`config.mk`:
```
export PLATFORM = sky130hd
export DESIGN_NAME = qam_mapper
export DESIGN_NICKNAME = d
export VERILOG_FILES = /design/src/rtl/qam_pkg.sv /design/src/rtl/qam_sym_map.sv /design/src/rtl/qam_mapper.sv
export SDC_FILE = /design/constraint.sdc
export NUM_CORES = 1
export LEC_CHECK = 0
export ABC_AREA = 0
export CAP_MARGIN = 10
export CORE_MARGIN = 3
export CORE_UTILIZATION = 55
export CTS_CLUSTER_SIZE = 40
export DETAILED_ROUTE_END_ITERATION = 8
export PLACE_DENSITY = 0.91
export REMOVE_ABC_BUFFERS = 1
export SKIP_CTS_REPAIR_TIMING = 1
export SKIP_LAST_GASP = 1
export SLEW_MARGIN = 5
export SYNTH_ARGS = -nofsm -noshare
export SYNTH_HDL_FRONTEND = slang
export SYNTH_HIERARCHICAL = 1
export SYNTH_SLANG_ARGS = --single-unit
```
`constraint.sdc`:
```
create_clock -name ap_clk -period 1.7 [get_ports ap_clk]
set_clock_uncertainty 0.05 [all_clocks]
set_input_delay 0.17 -clock ap_clk [delete_from_list [all_inputs] [get_ports ap_clk]]
set_output_delay 0.17 -clock ap_clk [all_outputs]
set_load 0.05 [all_outputs]
```
`src/rtl/qam_pkg.sv`:
```
// ------------------------------------------------------------------
// qam_pkg : shared 16-QAM state encoding, Gray level map, I/Q layout
// Rev 1.0
// ------------------------------------------------------------------
`default_nettype none

package qam_pkg;

    typedef enum logic [1:0] {
        ST_EMPTY = 2'd0,
        ST_LO    = 2'd1,
        ST_HI    = 2'd2
    } qam_state_t;

    localparam int IQ_W  = 16;
    localparam int I_LSB = 0;
    localparam int Q_LSB = 16;

    // Gray order 00,01,11,10 walks -3,-1,+1,+3; results wrap to 16 bits
    function automatic logic [15:0] gray_level(input logic [1:0] bits,
                                               input logic [15:0] scale);
        logic [15:0] three;
        logic [15:0] level;
        three = scale + (scale << 1);
        case (bits)
            2'b00:   level = ~three + 16'd1;
            2'b01:   level = ~scale + 16'd1;
            2'b11:   level = scale;
            default: level = three;
        endcase
        return level;
    endfunction

endpackage

`default_nettype wire

```
`src/rtl/qam_sym_map.sv`:
```
// ------------------------------------------------------------------
// qam_sym_map : 4-bit 16-QAM symbol to packed {Q, I} word
// Rev 1.0
// ------------------------------------------------------------------
`default_nettype none

module qam_sym_map #(
    parameter logic [15:0] SCALE = 16'd2048
) (
    input  logic [3:0]  sym,
    output logic [31:0] iq
);
    import qam_pkg::*;

    always_comb begin
        iq = '0;
        iq[I_LSB +: IQ_W] = gray_level(sym[3:2], SCALE);
        iq[Q_LSB +: IQ_W] = gray_level(sym[1:0], SCALE);
    end

endmodule

`default_nettype wire

```
`src/rtl/qam_mapper.sv`:
```
// ------------------------------------------------------------------
// qam_mapper : byte stream to 16-QAM I/Q symbol stream, two per byte
// Rev 1.0
// ------------------------------------------------------------------
`default_nettype none

module qam_mapper #(
    parameter int          SYM_PER_FRAME = 64,
    parameter logic [15:0] SCALE         = 16'd2048
) (
    input  logic        ap_clk,
    input  logic        ap_rst,
    input  logic [7:0]  data_in_TDATA,
    input  logic        data_in_TVALID,
    output logic        data_in_TREADY,
    input  logic        data_in_TLAST,
    output logic [31:0] data_out_TDATA,
    output logic        data_out_TVALID,
    input  logic        data_out_TREADY,
    output logic        data_out_TLAST,
    output logic        data_in_TDATA_blk_n,
    output logic        data_out_TDATA_blk_n,
    output logic        ap_idle,
    output logic        frame_err
);
    import qam_pkg::*;

    localparam int             CW        = (SYM_PER_FRAME > 2) ? $clog2(SYM_PER_FRAME) : 1;
    localparam logic [CW-1:0]  SYM_LAST  = CW'(SYM_PER_FRAME - 1);
    localparam logic [CW-1:0]  BYTE_LAST = CW'(SYM_PER_FRAME / 2 - 1);

    qam_state_t    state;
    qam_state_t    state_nxt;
    logic [3:0]    hi_nib;
    logic [CW-1:0] sym_cnt;
    logic [CW-1:0] sym_cnt_nxt;
    logic [CW-1:0] byte_cnt;
    logic [31:0]   lo_word;
    logic [31:0]   hi_word;
    logic          in_hs;
    logic          out_hs;
    logic          load_lo;
    logic          load_hi;

    qam_sym_map #(.SCALE(SCALE)) u_map_lo (
        .sym (data_in_TDATA[3:0]),
        .iq  (lo_word)
    );

    qam_sym_map #(.SCALE(SCALE)) u_map_hi (
        .sym (hi_nib),
        .iq  (hi_word)
    );

    assign data_in_TREADY       = (state == ST_EMPTY) || ((state == ST_HI) && data_out_TREADY);
    assign in_hs                = data_in_TVALID && data_in_TREADY;
    assign out_hs               = data_out_TVALID && data_out_TREADY;
    assign ap_idle              = (state == ST_EMPTY);
    assign data_in_TDATA_blk_n  = ~(data_in_TREADY & ~data_in_TVALID);
    assign data_out_TDATA_blk_n = ~(data_out_TVALID & ~data_out_TREADY);

    // Count reflects the index of the symbol presented after this edge
    assign sym_cnt_nxt = !out_hs ? sym_cnt :
                         (sym_cnt == SYM_LAST) ? '0 : sym_cnt + 1'b1;

    always_comb begin
        state_nxt = state;
        load_lo   = 1'b0;
        load_hi   = 1'b0;
        case (state)
            ST_EMPTY: begin
                if (in_hs) begin
                    state_nxt = ST_LO;
                    load_lo   = 1'b1;
                end
            end
            ST_LO: begin
                if (out_hs) begin
                    state_nxt = ST_HI;
                    load_hi   = 1'b1;
                end
            end
            ST_HI: begin
                if (out_hs) begin
                    if (in_hs) begin
                        state_nxt = ST_LO;
                        load_lo   = 1'b1;
                    end else begin
                        state_nxt = ST_EMPTY;
                    end
                end
            end
            default: state_nxt = ST_EMPTY;
        endcase
    end

    always_ff @(posedge ap_clk or posedge ap_rst) begin
        if (ap_rst) begin
            state           <= ST_EMPTY;
            hi_nib          <= '0;
            sym_cnt         <= '0;
            byte_cnt        <= '0;
            data_out_TDATA  <= '0;
            data_out_TVALID <= 1'b0;
            data_out_TLAST  <= 1'b0;
            frame_err       <= 1'b0;
        end else begin
            state   <= state_nxt;
            sym_cnt <= sym_cnt_nxt;
            if (in_hs) begin
                hi_nib   <= data_in_TDATA[7:4];
                byte_cnt <= (byte_cnt == BYTE_LAST) ? '0 : byte_cnt + 1'b1;
                if (data_in_TLAST != (byte_cnt == BYTE_LAST)) begin
                    frame_err <= 1'b1;
                end
            end
            if (load_lo) begin
                data_out_TDATA  <= lo_word;
                data_out_TVALID <= 1'b1;
                data_out_TLAST  <= (sym_cnt_nxt == SYM_LAST);
            end else if (load_hi) begin
                data_out_TDATA  <= hi_word;
                data_out_TLAST  <= (sym_cnt_nxt == SYM_LAST);
            end else if ((state == ST_HI) && out_hs) begin
                data_out_TVALID <= 1'b0;
                data_out_TLAST  <= 1'b0;
            end
        end
    end

endmodule

`default_nettype wire
```
==> results of run 1 <==
## path summary, 6_finish.rpt
check / end / slack, ns / depth (start not counted)
max: data_out_TLAST / 0.02 / 5
max in group asynchronous: sym_cnt[0] / 0.95 / 3
min: data_out_TDATA[0] / 0.12 / 2
max reg2reg: data_out_TLAST / 0.02 / 5
min reg2reg: frame_err / 0.42 / 1
min in group ap_clk: hi_nib[3] / 0.34 / 3
## stage by stage
stage          power (mW)  area [um2]
2_1_floorplan        5.08        2740
3_3_place_gp         6.54        3480
3_5_place_dp         6.67        3480
4_1_cts              7.43        3580
5_1_grt              7.87        3600
6_report             7.36        3600
## placed cells by master, fill, tap and decap left out, types with 4 or more instances in the layout
cell and instances:
sky130_fd_sc_hd__conb_1 48, sky130_fd_sc_hd__clkbuf_8 6, sky130_fd_sc_hd__inv_1 8, sky130_fd_sc_hd__nor2_1 8
sky130_fd_sc_hd__nand2_1 93, sky130_fd_sc_hd__a21o_1 6, sky130_fd_sc_hd__clkdlybuf4s50_1 12, sky130_fd_sc_hd__ha_1 9
sky130_fd_sc_hd__o21ai_0 5, sky130_fd_sc_hd__dlymetal6s2s_1 7, sky130_fd_sc_hd__or2_1 4, sky130_fd_sc_hd__buf_12 9
sky130_fd_sc_hd__a21oi_1 4, sky130_fd_sc_hd__dfrtp_1 53, sky130_fd_sc_hd__buf_4 38, sky130_fd_sc_hd__a22oi_1 32
## flip-flops by register name (all words and copies together) (netlist names)
| name | flops |
|---|---|
| data_out_TVALID | 1 |
| sym_cnt | 6 |
| data_out_TLAST | 1 |
| byte_cnt | 6 |
| hi_nib | 4 |
| data_out_TDATA | 32 |
| frame_err | 1 |
| state | 2 |
## power breakdown
part	internal [mW]	switching [mW]
sequential	1.85	0.469
combinational	1.56	2.76
clock	0.331	0.401
## cell usage after synthesis (2+ instances only)
cell                       instances
sky130_fd_sc_hd__and2_1            2
sky130_fd_sc_hd__nand3_1           2
sky130_fd_sc_hd__or2_1             4
sky130_fd_sc_hd__and3_1            2
sky130_fd_sc_hd__a21o_1            6
sky130_fd_sc_hd__nor3_1            3
sky130_fd_sc_hd__xor2_1            3
sky130_fd_sc_hd__buf_6             4
sky130_fd_sc_hd__buf_2            10
sky130_fd_sc_hd__a22oi_1          32
sky130_fd_sc_hd__ha_1             10
sky130_fd_sc_hd__nand2b_1          3
sky130_fd_sc_hd__a21oi_1           4
sky130_fd_sc_hd__dfrtp_1          53
sky130_fd_sc_hd__o21ai_0           6
sky130_fd_sc_hd__nor2_1            8
sky130_fd_sc_hd__buf_4            57
sky130_fd_sc_hd__conb_1            4
sky130_fd_sc_hd__inv_1             9
sky130_fd_sc_hd__a21bo_2           2
sky130_fd_sc_hd__nand2_1          93
sky130_fd_sc_hd__and4b_1           2
sky130_fd_sc_hd__xnor2_1           3
## layout make-up
cell class	instances	area (um2)	area share (%)
Clock buffer	6	82.6	2.29
Clock inverter	2	13.8	0.382
Inverter	9	33.8	0.939
Multi-Input combinational cell	250	1380	38.4
Sequential cell	53	1330	36.9
Tap cell	70	87.6	2.43
Timing Repair Buffer	66	673	18.7
## logic make-up after synthesis
group	share of synthesized area (%)
DFF	42.8
buffers and inverters	18.0
AOI/OAI and AO/OA	13.9
xor gates and xnor gates	1.70
muxes	0.364
adders and majority gates	4.04
other	0.485
and+or+nand+nor	18.7
## routing by layer
metal  part of all wire (%)  vias to the layer above
met3                    5.7                       15
met4                    2.4                        0
li1                       -                     1109
met2                     50                       58
met1                     42                     1036
met5                      0                        -
==> results.cfg, run 1 <==
[clock_network]
clock-sinks = 53
clkTransAtPathRegs_ns = 0.09
clockRootBuffer = sky130_fd_sc_hd__clkbuf_8
clock_path_buffers = 2
clock_h_tree_levels = 2
clkLatencyLatePin_ns = 0.30
tritoncts.num_buffers = 5
tritoncts = done

[global_routing]
antenna_found_initial = 0
grt_pass1_wl_um = 9740
grt_start_max_net_pins = 37
gr-usage-all-layers_pct = 19.1
grtUsageMet2_pct = 32.3
grtUsageMet1_pct = 23.4
grt_pass1_vias = 2163
most_heavily_used_metal_layer_in_global_routing = met2
overflow = 0
use_met3_pct = 4.55

[timing]
timing.final.ws_setup_ns = 0.0198
fmax_ghz = 0.595
totalNegativeSetupSlack_ns = 0
report.final.setup_viol = 0
hold_violations = 0
final_min_period_over_clock_period_pct = 98.8
final.min_clock_period_ns = 1.68
worst_pin_slew_ns = 0.501
max-slew-margin-rel_pct = 66.5
final.hold.worst_slack_ns = 0.117
rsz_0062_raised_after_global_routing = true
timing.final.max_slew_violations = 0

[pwr]
power_density_mw_per_mm2 = 2050
p_leak_nw = 1.94
irDropWorstVdd_mv = 1.05

[worst_setup_path]
startpoint_of_the_worst_register_to_register_path = sym_cnt[1]
critical_path_end_type = flop
crit_start = sym_cnt[1]
timing_worst_setup_path_type = reg2reg
crit_slowest_cell = sky130_fd_sc_hd__dfrtp_1
worst-path-buf-inv = 0
cp_data_arrival_time_ns = 1.87
cp_slowest_stage_delay_ns = 0.43
critical_path_startpoint_category = flop
largest_fanout_of_any_net_on_the_critical_path = 5
path_cells = ha_2 > and4b_1 > o21ai_1 > a221oi_2 > a32o_2
timing.critical_path.max_delay_family = compound AO/OA/AOI/OAI gates
timing.critical_path.required_ns = 1.89

[floorplanning]
number_of_placed_i_o_pins = 52
area_of_the_die_mm2 = 0.00657
die-width_um = 81.0
initial_core_util_pct = 58.8
placement_rows = 26
placeableCoreArea_mm2 = 0.00527
die_height_um = 81.0

[detailed_routing]
vias_per_cell = 4.86
drt-total-wl_um = 5650
drtPass1Iterations = 5
drt_first_iter_violations = 125
drtAntennaViolNets = 0
post-route-drc-count = 0
wire_per_inst_um = 12.4
vias = 2218

[yosys]
synth_area_mm2 = 0.00310
synth_cell_types = 40
largest_area_contributor_in_the_synthesized_netlist = sky130_fd_sc_hd__dfrtp_1
async_reset_ff_share_pct = 100
synthesis.instances = 339
yosysWarnings = 6
synth_largest_type_area_fraction_pct = 42.8
synth_top_flop_cell = sky130_fd_sc_hd__dfrtp_1
synth_sequential_area_ratio_pct = 42.8
synth_edf_count = 0
seq_cells_post_synth = 53
top_area_cells_in_the_synthesized_netlist = sky130_fd_sc_hd__dfrtp_1, sky130_fd_sc_hd__buf_4, sky130_fd_sc_hd__nand2_1, sky130_fd_sc_hd__a22oi_1, sky130_fd_sc_hd__ha_1
syn-mean-instance-area_um2 = 9.13

[hold_path]
worstHoldPathType = in2async

[finish]
antenna_cells = 0
design.final.nets = 408
finalCoreUtilization_pct = 68.3
fin_cells = 456
num-fill-cells = 427
area_growth_pct = 16.2
drive_above_1_share_pct = 17.4

[placement]
detailedPlacementHpwl_um = 4070
placed_cells_incl_taps = 448
gpl.final_weighted_congestion = 0.836
numPortBuffers = 51
place_ws_ns = -0.159

[run_status]
outcome = finished, final reports clean

[flow_run]
cap_viol_max_count = 0
Power figures use the tool's default switching activity.
==> run 2, diff against run 1 <==
--- a/config.mk
+++ b/config.mk
@@ -7,6 +7,7 @@
 export LEC_CHECK = 0
 export ABC_AREA = 0
 export CAP_MARGIN = 10
+export CORE_ASPECT_RATIO = 0.75
 export CORE_MARGIN = 3
 export CORE_UTILIZATION = 55
 export CTS_CLUSTER_SIZE = 40
==> run 2 against run 1 <==
  * Critical path depth unchanged
  * Combinational power decreased by 2%
  * Cell count increased by 0.88%
  * Via count decreased by 0.68%
  * Highest routed layer unchanged
  * Sequential cell count unchanged
  * First-iteration DRC count decreased by 13%
  * Fmax increased by 1.8%
  * Critical path type unchanged
  * Count of clock-buffer cells in the layout increased by 1
  * Core utilization increased by 1.8 points
  * Cell area increased by 0.21%
  * Register-to-register slack improved by 0.03 ns
  * Non-clock buffer count increased by 2
  * Critical endpoint unchanged
==> results.cfg, run 2 (same netlist as run 1, synthesis figures left out) <==
[floorplanning]
initial_core_util_pct = 60.2
die_height_um = 71.0
area_of_the_die_mm2 = 0.00658
number_of_placed_i_o_pins = 52
placement_rows = 22
placeableCoreArea_mm2 = 0.00515
die-width_um = 92.6

[timing]
timing.final.max_slew_violations = 0
final.min_clock_period_ns = 1.65
fmax_ghz = 0.606
timing.final.ws_setup_ns = 0.0499
hold_violations = 0
final_min_period_over_clock_period_pct = 97.1
max-slew-margin-rel_pct = 66.4
report.final.setup_viol = 0
worst_pin_slew_ns = 0.503
rsz_0062_raised_after_global_routing = true

[clock_network]
tritoncts = done
clock-sinks = 53
clkLatencyLatePin_ns = 0.30
tritoncts.num_buffers = 5
clock_path_buffers = 2
clkTransAtPathRegs_ns = 0.09
clock_h_tree_levels = 2
clockRootBuffer = sky130_fd_sc_hd__clkbuf_8

[detailed_routing]
post-route-drc-count = 0
drtAntennaViolNets = 0
wire_per_inst_um = 12.1
drt_first_iter_violations = 109
vias_per_cell = 4.79
drt-total-wl_um = 5590
drtPass1Iterations = 4
vias = 2203

[global_routing]
use_met3_pct = 4.14
grt_pass1_wl_um = 9650
grt_pass1_vias = 2117
most_heavily_used_metal_layer_in_global_routing = met2
overflow = 0
gr-usage-all-layers_pct = 17.9
grtUsageMet1_pct = 24.7
antenna_found_initial = 0
grt_start_max_net_pins = 54
grtUsageMet2_pct = 29.4

[finish]
antenna_cells = 0
layout.cells.most_common = sky130_fd_sc_hd__nand2_1
largest_reg_flops = 32
fin_cells = 460
drive_above_1_share_pct = 17.8
area_growth_pct = 16.4
mostFrequentLayoutCells = sky130_fd_sc_hd__nand2_1, sky130_fd_sc_hd__dfrtp_1, sky130_fd_sc_hd__conb_1
largest-register = data_out_TDATA
layout_top_registers = data_out_TDATA: 32 flops, byte_cnt: 6 flops, sym_cnt: 6 flops
design.final.nets = 410

[worst_setup_path]
crit_slowest_cell = sky130_fd_sc_hd__dfrtp_1
largest_fanout_of_any_net_on_the_critical_path = 5
timing_worst_setup_path_type = reg2reg
critical_path_startpoint_category = flop
worst_r2r_endpoint = data_out_TLAST
critical_path_end_type = flop
startpoint_of_the_worst_register_to_register_path = sym_cnt[1]
cp_slowest_stage_delay_ns = 0.42
cp_data_arrival_time_ns = 1.79
path_cells = ha_2 > and4b_1 > o21ai_0 > a221oi_2 > a32o_2
r2r_slack_ns = 0.05
timing.critical_path.required_ns = 1.84
reg2reg_depth = 5

[pwr]
p_leak_nw = 1.94
power_density_mw_per_mm2 = 2070
irDropWorstVdd_mv = 1.58

[hold_path]
worstHoldPathType = in2async

[placement]
gpl.final_weighted_congestion = 0.780
place_ws_ns = -0.158
detailedPlacementHpwl_um = 4110
numPortBuffers = 51
placed_cells_incl_taps = 452

[run_status]
outcome = finished, final reports clean

[flow_run]
cap_viol_max_count = 0
-- run 2: where the power goes --
group | switching (mW) | total [mW] | internal (mW) | leakage, nW
Combinational | 2.73 | 4.25 | 1.52 | 1.23
Sequential | 0.479 | 2.32 | 1.85 | 0.649
Clock | 0.403 | 0.884 | 0.481 | 0.0585
-- run 2: worst max-delay path: cells and delay by family, from the launching register on --
| family | cells | cell delay (ns) |
|---|---|---|
| fa+ha+maj | 1 | 0.31 |
| flops | 1 | 0.42 |
| compound gates | 3 | 0.61 |
| simple gates | 1 | 0.17 |
-- run 2: how the worst max path moves through the flow --
stage | startpoint | endpoint | slack (ns) | cells after the start
finish | sym_cnt[1] | data_out_TLAST | 0.05 | 5
global route | sym_cnt[1] | data_out_TLAST | -0.04 | 5
CTS | data_out_TDATA[1] | data_out_TDATA[1] | -0.02 | 1
detailed placement | data_out_TREADY | data_out_TLAST | -0.16 | 7
global placement | data_out_TREADY | data_out_TLAST | -0.07 | 7
floorplan | data_out_TVALID | data_out_TLAST | -0.75 | 4
-- run 2: layer usage --
metal  up-vias  share of wire, %  wire length (um)
li1       1112                 -                 -
met1      1036                47              2600
met2        51                48              2670
met3         4               5.1               283
met4         0              0.63                35
met5         -                 0                 0
-- run 2: cell type report --
type,instances,area (um2)
Inverter,9,33.8
Tap cell,72,90.1
Timing Repair Buffer,68,658
Fill cell,415,1540
Multi-Input combinational cell,250,1380
Sequential cell,53,1330
Clock buffer,7,86.3
Clock inverter,1,30.0
-- run 2: metrics by stage --
stage          instance area (um2)  hold slack (ns)  util [%]  total power [mW]  TNS, ns
2_1_floorplan                 2740            0.225         -              5.08   -19.27
3_3_place_gp                  3470            0.394      67.5              6.50   -0.120
3_5_place_dp                  3470            0.400      67.5              6.64   -0.776
4_1_cts                       3590            0.187      69.7              7.52  -0.0158
5_1_grt                       3610            0.219      70.1              7.97  -0.0388
6_report                      3610            0.181      70.1              7.46        0
